`src/rtl/sseg4_capture.sv`:
```
// Rebuilds the value shown on a 4-digit multiplexed seven-segment display from its pins.
// Optional macro SSEG_CAPTURE_DP_EN adds o_dp, the per-digit decimal points of the last frame.
module sseg4_capture #(
    parameter int unsigned STABLE_CYCLES = 4,
    parameter int unsigned FRAME_TIMEOUT = 2**20
) (
    input  logic        i_clk,
    input  logic        i_rst,
    input  logic [7:0]  i_sseg_n,
    input  logic [3:0]  i_ldsel,
    output logic [13:0] o_bin,
    output logic        o_hi,
    output logic        o_err,
    output logic        o_valid,
`ifdef SSEG_CAPTURE_DP_EN
    output logic [3:0]  o_dp,
`endif
    output logic        o_timeout
);

    localparam int unsigned ToW = $clog2(FRAME_TIMEOUT);
    localparam logic [ToW-1:0] ToMax = ToW'(FRAME_TIMEOUT - 1);
    localparam logic [7:0] StabMax = 8'(STABLE_CYCLES - 1);

    typedef enum logic [1:0] {StScan, StConv, StDone} state_e;

    state_e state_q, state_d;

    logic [7:0]       sseg_q, sseg_prev_q;
    logic [3:0]       ldsel_q, ldsel_prev_q;
    logic [7:0]       stab_q, stab_d;
    logic [3:0]       mask_q, mask_d;
    logic [3:0][3:0]  slot_q, slot_d;
    logic             fhi_q, fhi_d, ferr_q, ferr_d;
    logic [3:0][3:0]  conv_dig_q, conv_dig_d;
    logic             conv_hi_q, conv_hi_d, conv_err_q, conv_err_d;
    logic [13:0]      acc_q, acc_d;
    logic [1:0]       cnt_q, cnt_d;
    logic [ToW-1:0]   to_q, to_d;
    logic [13:0]      bin_q, bin_d;
    logic             hi_q, hi_d, err_q, err_d, valid_q, valid_d;
`ifdef SSEG_CAPTURE_DP_EN
    logic [3:0]       fdp_q, fdp_d, conv_dp_q, conv_dp_d, dp_q, dp_d;
`endif

    logic       changed, fire, go;
    logic       sel_ok;
    logic [1:0] sel_idx;
    logic [6:0] seg;
    logic [3:0] dig;
    logic       g_hi, g_err;

    assign changed = {sseg_q, ldsel_q} != {sseg_prev_q, ldsel_prev_q};

    always_comb begin
        stab_d = stab_q;
        if (changed) begin
            stab_d = 8'd0;
        end else if (stab_q != StabMax) begin
            stab_d = stab_q + 8'd1;
        end
    end

    // Fire once on arrival at the threshold; a saturated counter never re-fires.
    assign fire = sel_ok && (stab_d == StabMax) && (changed || (stab_q != StabMax));

    always_comb begin
        sel_ok  = 1'b1;
        sel_idx = 2'd0;
        case (ldsel_q)
            4'b1110: sel_idx = 2'd0;
            4'b1101: sel_idx = 2'd1;
            4'b1011: sel_idx = 2'd2;
            4'b0111: sel_idx = 2'd3;
            default: sel_ok  = 1'b0;
        endcase
    end

    always_comb begin
        seg   = ~sseg_q[6:0];
        dig   = 4'd0;
        g_hi  = 1'b0;
        g_err = 1'b0;
        case (seg)
            7'h3F:   dig = 4'd0;
            7'h06:   dig = 4'd1;
            7'h5B:   dig = 4'd2;
            7'h4F:   dig = 4'd3;
            7'h66:   dig = 4'd4;
            7'h6D:   dig = 4'd5;
            7'h7D:   dig = 4'd6;
            7'h07:   dig = 4'd7;
            7'h7F:   dig = 4'd8;
            7'h6F:   dig = 4'd9;
            7'h00:   dig = 4'd0;
            7'h76:   g_hi = 1'b1;
            default: g_err = 1'b1;
        endcase
    end

    assign go = (state_q == StScan) && (mask_q == 4'hF);

    always_comb begin
        state_d    = state_q;
        mask_d     = mask_q;
        slot_d     = slot_q;
        fhi_d      = fhi_q;
        ferr_d     = ferr_q;
        conv_dig_d = conv_dig_q;
        conv_hi_d  = conv_hi_q;
        conv_err_d = conv_err_q;
        acc_d      = acc_q;
        cnt_d      = cnt_q;
        to_d       = to_q;
        bin_d      = bin_q;
        hi_d       = hi_q;
        err_d      = err_q;
        valid_d    = 1'b0;
`ifdef SSEG_CAPTURE_DP_EN
        fdp_d      = fdp_q;
        conv_dp_d  = conv_dp_q;
        dp_d       = dp_q;
`endif

        if (state_q == StScan && to_q != ToMax) begin
            to_d = to_q + ToW'(1);
        end

        if (go) begin
            conv_dig_d = slot_q;
            conv_hi_d  = fhi_q;
            conv_err_d = ferr_q;
            mask_d     = 4'd0;
            fhi_d      = 1'b0;
            ferr_d     = 1'b0;
            acc_d      = 14'd0;
            cnt_d      = 2'd0;
            to_d       = '0;
            state_d    = StConv;
`ifdef SSEG_CAPTURE_DP_EN
            conv_dp_d  = fdp_q;
`endif
        end

        // Capture runs in every state, so the next frame builds up during conversion.
        if (fire) begin
            slot_d[sel_idx] = dig;
            mask_d[sel_idx] = 1'b1;
            if (g_hi) fhi_d = 1'b1;
            if (g_err) ferr_d = 1'b1;
`ifdef SSEG_CAPTURE_DP_EN
            fdp_d[sel_idx] = ~sseg_q[7];
`endif
        end

        case (state_q)
            StConv: begin
                acc_d = (acc_q << 3) + (acc_q << 1) + 14'(conv_dig_q[2'd3 - cnt_q]);
                cnt_d = cnt_q + 2'd1;
                if (cnt_q == 2'd3) state_d = StDone;
            end
            StDone: begin
                valid_d = 1'b1;
                hi_d    = conv_hi_q;
                err_d   = conv_err_q;
                if (!conv_err_q) bin_d = conv_hi_q ? 14'd0 : acc_q;
`ifdef SSEG_CAPTURE_DP_EN
                dp_d    = conv_dp_q;
`endif
                state_d = StScan;
            end
            default: ;
        endcase
    end

    always_ff @(posedge i_clk) begin
        if (i_rst) begin
            state_q      <= StScan;
            sseg_q       <= 8'hFF;
            sseg_prev_q  <= 8'hFF;
            ldsel_q      <= 4'hF;
            ldsel_prev_q <= 4'hF;
            stab_q       <= 8'd0;
            mask_q       <= 4'd0;
            slot_q       <= '0;
            fhi_q        <= 1'b0;
            ferr_q       <= 1'b0;
            conv_dig_q   <= '0;
            conv_hi_q    <= 1'b0;
            conv_err_q   <= 1'b0;
            acc_q        <= 14'd0;
            cnt_q        <= 2'd0;
            to_q         <= '0;
            bin_q        <= 14'd0;
            hi_q         <= 1'b0;
            err_q        <= 1'b0;
            valid_q      <= 1'b0;
`ifdef SSEG_CAPTURE_DP_EN
            fdp_q        <= 4'd0;
            conv_dp_q    <= 4'd0;
            dp_q         <= 4'd0;
`endif
        end else begin
            state_q      <= state_d;
            sseg_q       <= i_sseg_n;
            sseg_prev_q  <= sseg_q;
            ldsel_q      <= i_ldsel;
            ldsel_prev_q <= ldsel_q;
            stab_q       <= stab_d;
            mask_q       <= mask_d;
            slot_q       <= slot_d;
            fhi_q        <= fhi_d;
            ferr_q       <= ferr_d;
            conv_dig_q   <= conv_dig_d;
            conv_hi_q    <= conv_hi_d;
            conv_err_q   <= conv_err_d;
            acc_q        <= acc_d;
            cnt_q        <= cnt_d;
            to_q         <= to_d;
            bin_q        <= bin_d;
            hi_q         <= hi_d;
            err_q        <= err_d;
            valid_q      <= valid_d;
`ifdef SSEG_CAPTURE_DP_EN
            fdp_q        <= fdp_d;
            conv_dp_q    <= conv_dp_d;
            dp_q         <= dp_d;
`endif
        end
    end

    assign o_bin     = bin_q;
    assign o_hi      = hi_q;
    assign o_err     = err_q;
    assign o_valid   = valid_q;
    assign o_timeout = (to_q == ToMax);
`ifdef SSEG_CAPTURE_DP_EN
    assign o_dp      = dp_q;
`endif

endmodule

```
`config.mk`:
```
export PLATFORM = sky130hd
export DESIGN_NAME = sseg4_capture
export DESIGN_NICKNAME = d
export VERILOG_FILES = /design/src/rtl/sseg4_capture.sv
export SDC_FILE = /design/constraint.sdc
export NUM_CORES = 1
export LEC_CHECK = 0
export ABC_AREA = 1
export ABC_CLOCK_PERIOD_IN_PS = 5500
export CAP_MARGIN = 10
export CORE_MARGIN = 3
export CORE_UTILIZATION = 65
export DETAILED_ROUTE_END_ITERATION = 8
export GPL_TIMING_DRIVEN = 0
export PLACE_DENSITY = 0.85
export SLEW_MARGIN = 20
export SYNTH_ARGS = -nofsm -noshare
export SYNTH_HDL_FRONTEND = slang
export SYNTH_SLANG_ARGS = --single-unit
```
`constraint.sdc`:
```
create_clock -name i_clk -period 5.5 [get_ports i_clk]
set_clock_uncertainty 0.1 [all_clocks]
set_input_delay 1.375 -clock i_clk [delete_from_list [all_inputs] [get_ports i_clk]]
set_output_delay 1.375 -clock i_clk [all_outputs]
set_load 0.02 [all_outputs]
```
==> run_results.csv <==
group,metric,value,unit
hold_path,holdPathStages,2,
final_layout,regArea,2540,µm²
route,drt_iter0_drc,390,
final_layout,nNetsFinal,969,
floorplan,die_area,10900,µm²
synth,yosysWarnings,0,
route,num_vias,5921,
floorplan,start_util,67.7,%
synth,netlist-cell-type-count,41,
clock_tree,post_cts.repair.setup_buffers,0,
clock_tree,ctsHoldBuffers,0,
placement,placedCellCount,1035,
placement,io_buffers,31,
floorplan,row_count,35,
timing,fin_crit,3.86,ns
grt,grt_overflow,0,
synth,ys_dominant_reg_cell,"dfxtp_1",
synth,synth_mux_area_share,0,%
timing,finalSetupViolCount,0,
critical_path,r2r_start,"cnt_q[0]",
hold_path,hold_path_class,"reg -> reg",
floorplan,io-pin-count,32,
run,maxCapViolCount,0,
timing,hold_violations,0,
synth,async_reset_ff_share,0,%
synth,synth-xor-area-share,3.88,%
synth,synth.avg_cell_area,7.22,µm²
synth,synth_top_family_by_area,"simple AND/OR/NAND/NOR gates",
placement,dpl.hpwl,10.6,mm
grt,grt_pass1_wl,26.2,mm
clock_tree,cts_made_buffers,17,
clock_tree,cts.sinks,127,
route,routed_wl,15.1,mm
placement,place.gp.congestion,0.934,
critical_path,path_max_fanout,7,
final_layout,final_cells,1065,
power,ir_drop,0.244,mV
clock_tree,cts-resized-gates,0,
power,powerDensity,288,nW/µm²
final_layout,fill_cells,665,
grt,grt_pass1_vias,5880,
placement,place_area,6790,µm²
synth,synth-compound-area-share,11.5,%
final_layout,multi_input_area,3210,µm²
clock_tree,clock_path_buffers,2,
synth,seq_area_frac_synth,40.3,%
critical_path,startpoint_type,"register",
grt,grt_max_degree,17,
synth,synth.cell_area,6310,µm²
route,dr.pass1.iters,6,
clock_tree,clock_latency,0.52,ns
critical_path,worstRegToRegCells,17,
critical_path,crit_arrival,2.39,ns
clock_tree,cts_root_buf,"clkbuf_8",
route,drc,0,
floorplan,core,9330,µm²
final_layout,synthToLayoutAreaGrowth,16.7,%
route,via_per_inst,5.56,
synth,synthSimpleGateAreaFrac,29.3,%
critical_path,path_class,"reg -> out",
final_layout,post-route-util,79.0,%
floorplan,die_x,105,µm
timing,max_freq,0.259,GHz
outcome,outcome,"finished clean",
timing,tightest_slew,0.658,ns
synth,synthAdderAreaFrac,6.18,%
critical_path,startpoint,"to_q[14]",
power,p_leak,3.16,nW
synth,synth_cells,875,
synth,syn-num-nets,919,
grt,track_usage,29.0,%
timing,finalCritPeriodShare,70.2,%
timing,tns,0,ns
route,postRouteAntennaNets,0,
synth,yosys_register_bits,127,
timing,slew_violations,0,
critical_path,cp_data_required_time,4.03,ns
floorplan,dieHeight,105,µm
critical_path,end_kind,"primary output",
synth,synth-edff-count,0,
timing,rsz0062_at_grt,"false",
timing,whs,0.356,ns
final_layout,final_cell_area,7370,µm²
grt,antenna_found_initial,0,
clock_tree,clk_pin_slew,0.06,ns
timing,slew_headroom,55.9,%
clock_tree,cts_tree,"built",
route,routedWlPerCell,14.2,µm
clock_tree,cts_htree_levels,4,
hold_path,worstHoldStart,"fhi_q",
final_layout,diodes,0,
final_layout,drive_above_1_share,7.80,%
cells in the final DEF (no fill, tap or decap), drive strengths merged, types with 3 or more instances in the layout:
cell / count
clkdlybuf4s50: 31
or2: 16
bufinv: 3
clkbuf: 34
a32o: 3
ha: 28
xnor2: 15
inv: 118
and2: 3
buf: 10
xor2: 13
nor3: 13
clkinvlp: 3
dfxtp: 127
clkinv: 5
nor4: 3
o21ai: 39
nand4: 25
nor2: 91
nand2: 217
nand3: 43
a21oi: 60
o22ai: 18
nand3b: 3
cells in the mapped netlist (2+ instances only):
| cell | instances | share of area [%] |
|---|---|---|
| a211oi_1 | 2 | 0.24 |
| a21o_1 | 2 | 0.24 |
| a21oi_1 | 60 | 4.8 |
| a32o_1 | 3 | 0.48 |
| and2_1 | 3 | 0.30 |
| buf_1 | 2 | 0.12 |
| buf_2 | 4 | 0.32 |
| buf_4 | 2 | 0.24 |
| buf_6 | 2 | 0.36 |
| clkbuf_1 | 15 | 0.89 |
| dfxtp_1 | 127 | 40 |
| fa_1 | 2 | 0.63 |
| ha_1 | 28 | 5.5 |
| inv_1 | 111 | 6.6 |
| inv_2 | 7 | 0.42 |
| nand2_1 | 216 | 13 |
| nand3_1 | 38 | 3.0 |
| nand3_2 | 2 | 0.32 |
| nand3_4 | 3 | 0.83 |
| nand3b_1 | 3 | 0.36 |
| nand4_1 | 25 | 2.5 |
| nor2_1 | 88 | 5.2 |
| nor2_4 | 2 | 0.36 |
| nor3_1 | 10 | 0.79 |
| nor3_2 | 3 | 0.48 |
| nor4_1 | 3 | 0.30 |
| o21ai_0 | 36 | 2.9 |
| o21ai_1 | 3 | 0.24 |
| o21bai_1 | 2 | 0.24 |
| o22ai_1 | 18 | 1.8 |
| o32ai_1 | 2 | 0.28 |
| or2_2 | 16 | 1.6 |
| xnor2_1 | 15 | 2.1 |
| xor2_1 | 13 | 1.8 |
path summary, 6_finish.rpt:
check / to / slack (ns)
setup / recovery: o_timeout / 1.64
hold / removal: fhi_q / 0.36
setup reg to reg: acc_q[12] / 2.26
hold reg to reg: fhi_q / 0.36
stage by stage:
| stage | power (W) | worst slack, ns |
|---|---|---|
| after detailed placement | 0.00103 | 2.02 |
| final | 0.00212 | 1.64 |
| after CTS | 0.00213 | 1.64 |
| after global placement | 0.00103 | 2.04 |
| after global routing | 0.00218 | 1.46 |
| after floorplan | 0.00101 | 2.69 |
area by class of cell:
cell class / instances / area share (%)
clock buffer: 19 / 5.99
inverter: 118 / 6.01
sequential: 127 / 34.5
clock inverter: 11 / 1.92
multi-input combinational: 605 / 43.5
buffer: 25 / 1.65
timing repair buffer: 31 / 4.21
tap: 129 / 2.19
cells by family (layout without fill, tap and decap cells):
family          count (synthesis)  count (layout)
flops                         127             127
fa+ha+maj                      30              30
buf+inv                       143             204
compound gates                131             131
simple gates                  416             416
xor+xnor                       28              28
flip-flops by register name (all words and copies together), names as in the netlist, 2 cells and up:
signal / cells
ldsel_q: 4
o_bin: 14
cnt_q: 2
ldsel_prev_q: 4
acc_q: 14
stab_q: 8
state_q: 2
to_q: 20
mask_q: 4
slot_q: 16
sseg_q: 8
sseg_prev_q: 8
conv_dig_q: 16
where the power goes:
group          internal (W)  total [W]  switching (W)
Combinational     0.0000283  0.0000752      0.0000470
Sequential         0.000931   0.000940     0.00000963
Clock              0.000706    0.00111       0.000402
routing by layer:
metal	vias up	routed length, µm	track usage [%]
met5	-	0	0
met4	0	363	12.4
met3	35	908	5.25
met2	232	7580	51.1
met1	2722	6290	34.6
li1	2932	-	-
critical path, stage by stage (launching register included):
cell and delay, ns:
dfxtp_1 0.31, clkbuf_1 0.29, nand3_1 0.12, nor4_1 0.29
nand3_1 0.18, inv_1 0.09, clkdlybuf4s50_1 0.59
No activity file was read; power rests on OpenSTA's default activity.
